--- src/rtl/axi_lite_test_m.sv ---
// AXI4-Lite master self-test sequencer.
// After a start pulse it writes C_NUM_REGS consecutive registers with
// seed+idx, reads each one back, and counts mismatches and non-OKAY
// responses. Only one transaction is ever outstanding.
//
// Handshake rule on every channel: a transfer happens on the rising edge
// where valid and ready are both high. A raised valid, with its address or
// data, stays unchanged until that edge and drops right after it. Ready
// never waits on valid.
module axi_lite_test_m #(
    parameter int C_M00_AXI_DATA_WIDTH = 32,
    parameter int C_M00_AXI_ADDR_WIDTH = 4,
    parameter int C_NUM_REGS           = 4,
    parameter int C_BASE_ADDR          = 0
) (
    input  logic                                m00_axi_aclk,
    input  logic                                m00_axi_aresetn,
    input  logic                                start,
    input  logic [C_M00_AXI_DATA_WIDTH-1:0]     seed,
    output logic                                busy,
    output logic                                done,
    output logic                                error,
    output logic [7:0]                          err_count,
    output logic [C_M00_AXI_ADDR_WIDTH-1:0]     m00_axi_awaddr,
    output logic [2:0]                          m00_axi_awprot,
    output logic                                m00_axi_awvalid,
    input  logic                                m00_axi_awready,
    output logic [C_M00_AXI_DATA_WIDTH-1:0]     m00_axi_wdata,
    output logic [C_M00_AXI_DATA_WIDTH/8-1:0]   m00_axi_wstrb,
    output logic                                m00_axi_wvalid,
    input  logic                                m00_axi_wready,
    input  logic [1:0]                          m00_axi_bresp,
    input  logic                                m00_axi_bvalid,
    output logic                                m00_axi_bready,
    output logic [C_M00_AXI_ADDR_WIDTH-1:0]     m00_axi_araddr,
    output logic [2:0]                          m00_axi_arprot,
    output logic                                m00_axi_arvalid,
    input  logic                                m00_axi_arready,
    input  logic [C_M00_AXI_DATA_WIDTH-1:0]     m00_axi_rdata,
    input  logic [1:0]                          m00_axi_rresp,
    input  logic                                m00_axi_rvalid,
    output logic                                m00_axi_rready
);

    localparam int DW    = C_M00_AXI_DATA_WIDTH;
    localparam int AW    = C_M00_AXI_ADDR_WIDTH;
    localparam int IDX_W = (C_NUM_REGS > 1) ? $clog2(C_NUM_REGS) : 1;
    localparam logic [IDX_W-1:0] LAST_IDX = IDX_W'(C_NUM_REGS - 1);

    localparam logic [2:0] S_IDLE    = 3'd0;
    localparam logic [2:0] S_WR      = 3'd1;
    localparam logic [2:0] S_WR_RESP = 3'd2;
    localparam logic [2:0] S_RD_ADDR = 3'd3;
    localparam logic [2:0] S_RD_DATA = 3'd4;
    localparam logic [2:0] S_DONE    = 3'd5;

    logic [2:0]       state;
    logic [IDX_W-1:0] idx;
    logic [IDX_W-1:0] idx_nxt;
    logic [DW-1:0]    seed_q;
    logic             is_last;
    logic             aw_complete;
    logic             w_complete;
    logic             rd_bad;

    // Register byte address for a given register index.
    function automatic logic [AW-1:0] addr_of(input logic [IDX_W-1:0] i);
        return AW'(C_BASE_ADDR + 4 * int'(i));
    endfunction

    // Saturating increment for the error counter.
    function automatic logic [7:0] sat_inc(input logic [7:0] c);
        return (c == 8'hFF) ? c : c + 8'd1;
    endfunction

    assign m00_axi_awprot = 3'b000;
    assign m00_axi_arprot = 3'b000;
    assign m00_axi_wstrb  = '1;

    // A write channel is finished once its valid has dropped, or it is
    // transferring on this edge.
    assign idx_nxt     = idx + IDX_W'(1);
    assign is_last     = (idx == LAST_IDX);
    assign aw_complete = !m00_axi_awvalid || m00_axi_awready;
    assign w_complete  = !m00_axi_wvalid  || m00_axi_wready;
    assign rd_bad      = (m00_axi_rdata != seed_q + DW'(idx)) || (m00_axi_rresp != 2'b00);

    // Sequencer: state, index, bus outputs and error bookkeeping.
    always_ff @(posedge m00_axi_aclk or negedge m00_axi_aresetn) begin
        if (!m00_axi_aresetn) begin
            state           <= S_IDLE;
            idx             <= '0;
            seed_q          <= '0;
            busy            <= 1'b0;
            done            <= 1'b0;
            error           <= 1'b0;
            err_count       <= 8'd0;
            m00_axi_awaddr  <= '0;
            m00_axi_awvalid <= 1'b0;
            m00_axi_wdata   <= '0;
            m00_axi_wvalid  <= 1'b0;
            m00_axi_bready  <= 1'b0;
            m00_axi_araddr  <= '0;
            m00_axi_arvalid <= 1'b0;
            m00_axi_rready  <= 1'b0;
        end else begin
            done <= 1'b0;
            case (state)
                S_IDLE: begin
                    if (start) begin
                        seed_q          <= seed;
                        error           <= 1'b0;
                        err_count       <= 8'd0;
                        busy            <= 1'b1;
                        idx             <= '0;
                        m00_axi_awaddr  <= addr_of('0);
                        m00_axi_wdata   <= seed;
                        m00_axi_awvalid <= 1'b1;
                        m00_axi_wvalid  <= 1'b1;
                        state           <= S_WR;
                    end
                end
                S_WR: begin
                    if (m00_axi_awvalid && m00_axi_awready) begin
                        m00_axi_awvalid <= 1'b0;
                    end
                    if (m00_axi_wvalid && m00_axi_wready) begin
                        m00_axi_wvalid <= 1'b0;
                    end
                    if (aw_complete && w_complete) begin
                        m00_axi_bready <= 1'b1;
                        state          <= S_WR_RESP;
                    end
                end
                S_WR_RESP: begin
                    if (m00_axi_bvalid && m00_axi_bready) begin
                        m00_axi_bready <= 1'b0;
                        if (m00_axi_bresp != 2'b00) begin
                            err_count <= sat_inc(err_count);
                            error     <= 1'b1;
                        end
                        if (is_last) begin
                            idx             <= '0;
                            m00_axi_araddr  <= addr_of('0);
                            m00_axi_arvalid <= 1'b1;
                            state           <= S_RD_ADDR;
                        end else begin
                            idx             <= idx_nxt;
                            m00_axi_awaddr  <= addr_of(idx_nxt);
                            m00_axi_wdata   <= seed_q + DW'(idx_nxt);
                            m00_axi_awvalid <= 1'b1;
                            m00_axi_wvalid  <= 1'b1;
                            state           <= S_WR;
                        end
                    end
                end
                S_RD_ADDR: begin
                    if (m00_axi_arvalid && m00_axi_arready) begin
                        m00_axi_arvalid <= 1'b0;
                        m00_axi_rready  <= 1'b1;
                        state           <= S_RD_DATA;
                    end
                end
                S_RD_DATA: begin
                    if (m00_axi_rvalid && m00_axi_rready) begin
                        m00_axi_rready <= 1'b0;
                        if (rd_bad) begin
                            err_count <= sat_inc(err_count);
                            error     <= 1'b1;
                        end
                        if (is_last) begin
                            idx   <= '0;
                            done  <= 1'b1;
                            busy  <= 1'b0;
                            state <= S_DONE;
                        end else begin
                            idx             <= idx_nxt;
                            m00_axi_araddr  <= addr_of(idx_nxt);
                            m00_axi_arvalid <= 1'b1;
                            state           <= S_RD_ADDR;
                        end
                    end
                end
                S_DONE: begin
                    state <= S_IDLE;
                end
                default: begin
                    state <= S_IDLE;
                end
            endcase
        end
    end

endmodule

--- config.mk ---
export PLATFORM = sky130hd
export DESIGN_NAME = axi_lite_test_m
export DESIGN_NICKNAME = d
export VERILOG_FILES = /design/src/rtl/axi_lite_test_m.sv
export SDC_FILE = /design/constraint.sdc
export NUM_CORES = 1
export LEC_CHECK = 0
export CORE_ASPECT_RATIO = 1.75
export CORE_UTILIZATION = 25
export CTS_CLUSTER_SIZE = 24
export DETAILED_ROUTE_END_ITERATION = 10
export SYNTH_ARGS = -nofsm -noshare
export SYNTH_HDL_FRONTEND = slang
export SYNTH_SLANG_ARGS = --single-unit
--- constraint.sdc ---
create_clock -name m00_axi_aclk -period 4.3 [get_ports m00_axi_aclk]
set_input_delay 0.86 -clock m00_axi_aclk [delete_from_list [all_inputs] [get_ports m00_axi_aclk]]
set_output_delay 0.86 -clock m00_axi_aclk [all_outputs]
set_load 0.03 [all_outputs]
; Word-level counts from Yosys, hierarchy flattened
; Cells that the tools add are included.
[word_totals]
word_cells = 135
out_inout_bits = 66
inputBits = 76
reg_bits = 93
[classes]
eq_ne = 20
add_sub_neg = 4
n_mux = 62
n_reduce_logical = 34
[op_table]
columns = cell, n
row1 = $mux W32, 3
row2 = $add A32 B2 Y32, 2
row3 = $pmux W32 S2, 1
row4 = $mux W8, 6
row5 = $ne A32 B32 Y1, 1
row6 = $ne A2 B2 Y1 const B, 13
row7 = $mux W4, 6
row8 = $pmux W8 S3, 1
row9 = $mux W1, 23
row10 = $reduce_and A5 Y1, 4
row11 = $mux W3, 6
row12 = $pmux W4 S2, 2
row13 = $pmux W3 S5, 1
row14 = $reduce_bool A2 Y1, 7
row15 = $pmux W1 S3, 4
row16 = $reduce_and A4 Y1, 3
row17 = $reduce_and A6 Y1, 2
row18 = $mux W2, 5
row19 = $reduce_bool A3 Y1, 3
row20 = $add A8 B1 Y8 const B, 1
row21 = $eq A8 B8 Y1 const B, 1
row22 = $eq A3 B2 Y1 const B, 2
row23 = $logic_and A1 B1 Y1, 6
row24 = $pmux W1 S2, 3
row25 = 10 further kinds, 14

; Logic depth before layout (Yosys ltp)
[logic_depth]
depth_word = 6
ltp_mapped = 13

; Least setup slack after synthesis
; No wires, ideal clock.
[synth_timing]
kind = register -> register
from = reg idx[0]
to = reg err_count[2]
t_arrival_ns = 3.089
path_slack_ns = 1.078
required_time_ns = 4.167
path_stages_with_launch = 14
synth_period_minus_slack_ns = 3.222
cell_sequence = dfrtp_1 -> ha_1 -> inv_1 -> fa_1 -> nand4b_1 -> nor4_1 -> nand3_1 -> xor2_1 -> o21ai_0 -> a211o_2 -> nor4b_4 -> or2_2 -> buf_6 -> o21ai_0
[synth_via]
elab_chain_cells = 5
[synth_rtl]
columns = item, line
row1 = start: declaration, 58  ; logic [IDX_W-1:0] idx;
row2 = start signal: assignment, 148  ; idx <= idx_nxt;
row3 = start signal: assignment, 177  ; idx <= idx_nxt;
row4 = $add A32 B2 Y32, 86  ; assign rd_bad = (m00_axi_rdata != seed_q + DW'(idx)) || (m00_axi_rresp != 2'b00);
row5 = $ne A32 B32 Y1, 86
row6 = $logic_or A1 B1 Y1, 86
row7 = $ne A2 B2 Y1 (no line), n/a
row8 = $reduce_and A6 Y1 (no line), n/a
row9 = end signal: assignment, 139  ; err_count <= sat_inc(err_count);
row10 = end signal: assignment, 168  ; err_count <= sat_inc(err_count);
row11 = end: declaration, 23  ; output logic [7:0] err_count,
; Every way passes these cells.
; A chain may end at the register's enable or synchronous reset.

; Worst setup path after layout
[layout_timing]
from = reg idx[0]
to = reg err_count[4]
; Same word-level chain as after synthesis.

==> impl_summary.txt <==
----------------------------------------------------
[Drt]
  Vias after detailed routing ... about 5300
  DR pass1 iterations ... 5
  Met2 wire len ... between 9 and 10 mm
  Top Layer Used ... met4
  Via-per-instance ratio ... roughly 4.8
  DR DRC count ... 0
  Number of nets still failing antenna checks after routing ... 0
  Met3 wire length ... 705 um
  Met1 layer wirelength in the final routing ... a little over 7 mm
  Routed length per instance ... about 17 um
  DRT iter0 DRCs ... 320
  Total Routed Length ... between 15 and 20 mm

[Timing]
  Post-route minimum period ... about 3800 ps
  Number of setup violations in the final report ... 0
  Number of max-slew violations in the final report ... 0
  Fraction of the cycle the final worst path needs ... 89.1%
  Final setup skew ... 10.7 ps
  Slew at the pin with the worst max-slew slack ... 736 ps
  Setup repair after global routing missed its margin ... no
  Fmax achieved ... between 200 and 300 MHz
  Max-slew headroom at the worst pin ... approximately half
  Final hold violation count ... 0
  Setup TNS after final layout ... 0 ps

[Logic synthesis]
  Average cell area after synthesis ... ~8.7 sq um
  Yosys Warn Count ... 0
  Count of state elements after synthesis ... slightly below 90
  Cell taking the most area after synthesis ... dfrtp_1
  Syn Inst Count ... approximately 700
  Most frequently used flop master after synthesis ... dfrtp_1
  Async S/R FF share, synth ... between 90% and 100%
  Post-synth EDFFs ... 0
  Biggest area contributors in the synthesized netlist ... dfrtp_1 (37%), o21ai_0 (5.8%), mux2_2 (5.3%)
  Share of the synthesized area in the top cell type ... a little under two fifths
  Cell area after synthesis ... ~6000 sq um
  Post-synth cell types ... 64
  Sequential-to-total area share from yosys stat ... a little under two fifths

[Worst setup path]
  Critical setup path kind ... register to register
  CP delay by family, top ... simple AND/OR/NAND/NOR gates
  Cells along the critical path ... ha_1 -> inv_1 -> fa_1 -> or2b_1 -> nor4_1 -> nand3_1 -> xor2_1 -> nand3b_1 -> a211o_2 -> nor4b_4 -> or2_2 -> o21ai_0
  Slowest cell on the critical path ... nor4b_4
  Nature of the critical path startpoint ... register
  Worst Path Max Fanout ... 10
  Kind of end point of the critical path ... register
  Data required, critical path ... around 4500 ps
  Worst R2R End ... err_count[4]$_DFFE_PN0P_
  R2r setup slk ... about 470 ps
  R2r worst-path depth ... 12
  Arrival time at the worst endpoint ... around 4000 ps
  Launching point of the worst reg2reg path ... idx[0]$_DFFE_PN0P_
  Delay of the slowest critical-path stage ... 520 ps
  Buffer and inverter count on the worst path ... 1

[Die]
  Number of top-level pins ... between 100 and 150
  Num rows ... 74
  Initial cell density of the core ... between 20% and 30%
  Placeable Area ... about 23000 sq um
  Overall die area ... ~25000 sq um
  Y dimension of the die ... 207 um
  Die W ... 119 um

[Clock network]
  Deepest level of the CTS H-tree ... 3
  TritonCTS buffer count ... 9
  Number of buffers inserted by post-CTS setup repair ... 0
  Clk buf depth ... 2
  Clock tree from TritonCTS ... built
  Cells resized by post-CTS repair ... 0
  Root buffer cell ... clkbuf_16
  CTS Hold Bufs ... 0
  Total number of clock tree sinks ... 89
  Clock-pin transition on the worst setup and hold timing paths ... 70 ps
  Clk Latency, worst-skew pair ... approximately 350 ps

[Layout]
  Share of final-layout standard cells stronger than drive strength 1 ... 9.36%
  Area growth syn-to-layout ... 28.9%
  Fin cells ... around 1100
  # fillers ... around 2500
  Final net count ... just under 900

[Placement]
  DP HPWL ... between 10 and 15 mm
  Routability Congestion ... between 0.8 and 0.9
  Total of buffers placed on input and output ports ... 127
  Placed cell count ... 1079

[Hold path]
  Launch instance of the worst min-delay path ... m00_axi_wdata[30]$_DFFE_PN0P_
  Count of cells along the worst hold path ... 2
  Path type of the worst min-delay path ... register to register
  Worst hold endpoint ... m00_axi_wdata[30]$_DFFE_PN0P_

[Global routing]
  Combined global-route utilization of all metal layers ... between 10% and 20%
  Via count of the first global-routing pass ... 5262
  Remaining global-route overflow ... 0
  Initial antenna violation count ... 0
  Global-route wire length before repair ... between 20 and 30 mm
  Pin count of the biggest net entering global routing ... 71

[Pwr]
  Leakage power ... a little over 3 nW
  Areal power density over the cells ... roughly 700 nW/um^2
  Peak supply drop ... slightly below 0.2 mV

[Status]
  Outcome ... finished, final reports clean

[Flow run]
  Number of max-cap violations ... 0

----------------------------------------------------
[tightest hold or removal path: stages, from the launching register on]
cell	delay (ps)
dfrtp_1	340
nand2_1	50
o21ai_0	60
[cells by family (layout without fill, tap and decap cells)]
family / after synthesis / count (layout) / synth area share [%]
compound gates: 149 / 149 / 14.3
xor+xnor: 67 / 67 / 9.82
fa+ha+maj: 9 / 9 / 2.09
buf+inv: 78 / 169 / 7.56
flops: 89 / 89 / 37.3
mux: 36 / 36 / 6.62
other cells: 2 / 16 / 0.126
simple gates: 258 / 258 / 22.3
[cells in the final DEF, fill, tap and decap left out, types with 7 or more instances in the layout]
master           count
nor2_1              54
o21ai_0             69
nor4_1               9
dfrtp_1             89
nor3_1              12
xor2_1              33
xnor2_1             34
nand3_1             22
nand4_1             18
buf_4               13
nand2b_1             7
mux2i_1              8
and3_1              10
mux2_2              28
conb_1              14
clkbuf_16            9
o31ai_1              9
clkdlybuf4s50_1    126
nand2_1             81
inv_1               14
a21oi_1             41
[registers in the layout, summed over array words and instances (netlist names)]
signal and flops:
busy 1, m00_axi_awvalid 1, state 3, seed_q 32, error 1, m00_axi_araddr 2
done 1, m00_axi_rready 1, m00_axi_awaddr 2, m00_axi_wdata 32, err_count 8, m00_axi_arvalid 1
m00_axi_wvalid 1, m00_axi_bready 1, idx 2
[per-layer routing]
metal / GRT usage, % / vias to the layer above
li1: - / 2575
met1: 17.0 / 2513
met2: 28.0 / 151
met3: 2.31 / 38
met4: 9.22 / 0
met5: 0 / -
[through the flow]
| stage | area, sq um | util (%) | worst slack [ps] | hold WS (ps) | power [mW] |
|---|---|---|---|---|---|
| 6_report | 7700 | 32.9 | 470 | 482 | 5.25 |
| 3_5_place_dp | 7370 | 31.5 | 532 | 469 | 4.40 |
| 3_3_place_gp | 7370 | 31.5 | 639 | 461 | 4.36 |
| 4_1_cts | 7700 | 32.9 | 506 | 485 | 5.30 |
| 5_1_grt | 7700 | 32.9 | 194 | 519 | 5.65 |
| 2_1_floorplan | 6020 | - | 1080 | 512 | 3.57 |
[synthesized netlist by cell type (14+ instances only)]
library cell and number:
inv_1 14, buf_4 19, o21ai_0 69, a21oi_1 41, nand2_1 82, mux2_2 28
nor2_1 54, clkbuf_1 25, xnor2_1 34, xor2_1 33, nand4_1 18, dfrtp_1 89
nand3_1 22
[cell type report]
type                    instances  area, sq um  share of cell area, %
well taps                     304          380                   4.94
inverters                      14         52.6                  0.682
repair buffers                139         1360                   17.6
clock buffers                  10          239                   3.10
clock inverters                 6         90.1                   1.17
diodes                          2         5.00                 0.0650
multi-input cells             533         3350                   43.5
flip-flops and latches         89         2230                   28.9
[worst max path at each step]
stage | startpoint | end | cells after the start
floorplan | idx[0]$_DFFE_PN0P_ | err_count[2]$_DFFE_PN0P_ | 13
global route | idx[0]$_DFFE_PN0P_ | err_count[2]$_DFFE_PN0P_ | 12
finish | idx[0]$_DFFE_PN0P_ | err_count[4]$_DFFE_PN0P_ | 12
detailed placement | idx[0]$_DFFE_PN0P_ | err_count[4]$_DFFE_PN0P_ | 12
global placement | idx[0]$_DFFE_PN0P_ | err_count[2]$_DFFE_PN0P_ | 12
CTS | idx[0]$_DFFE_PN0P_ | err_count[3]$_DFFE_PN0P_ | 12
[power by group]
group          switching (mW)  total [mW]  internal, mW
Combinational            1.50        2.62          1.13
Clock                   0.358       0.886         0.528
Sequential              0.539        1.74          1.20
Power figures use the tool's default switching activity.
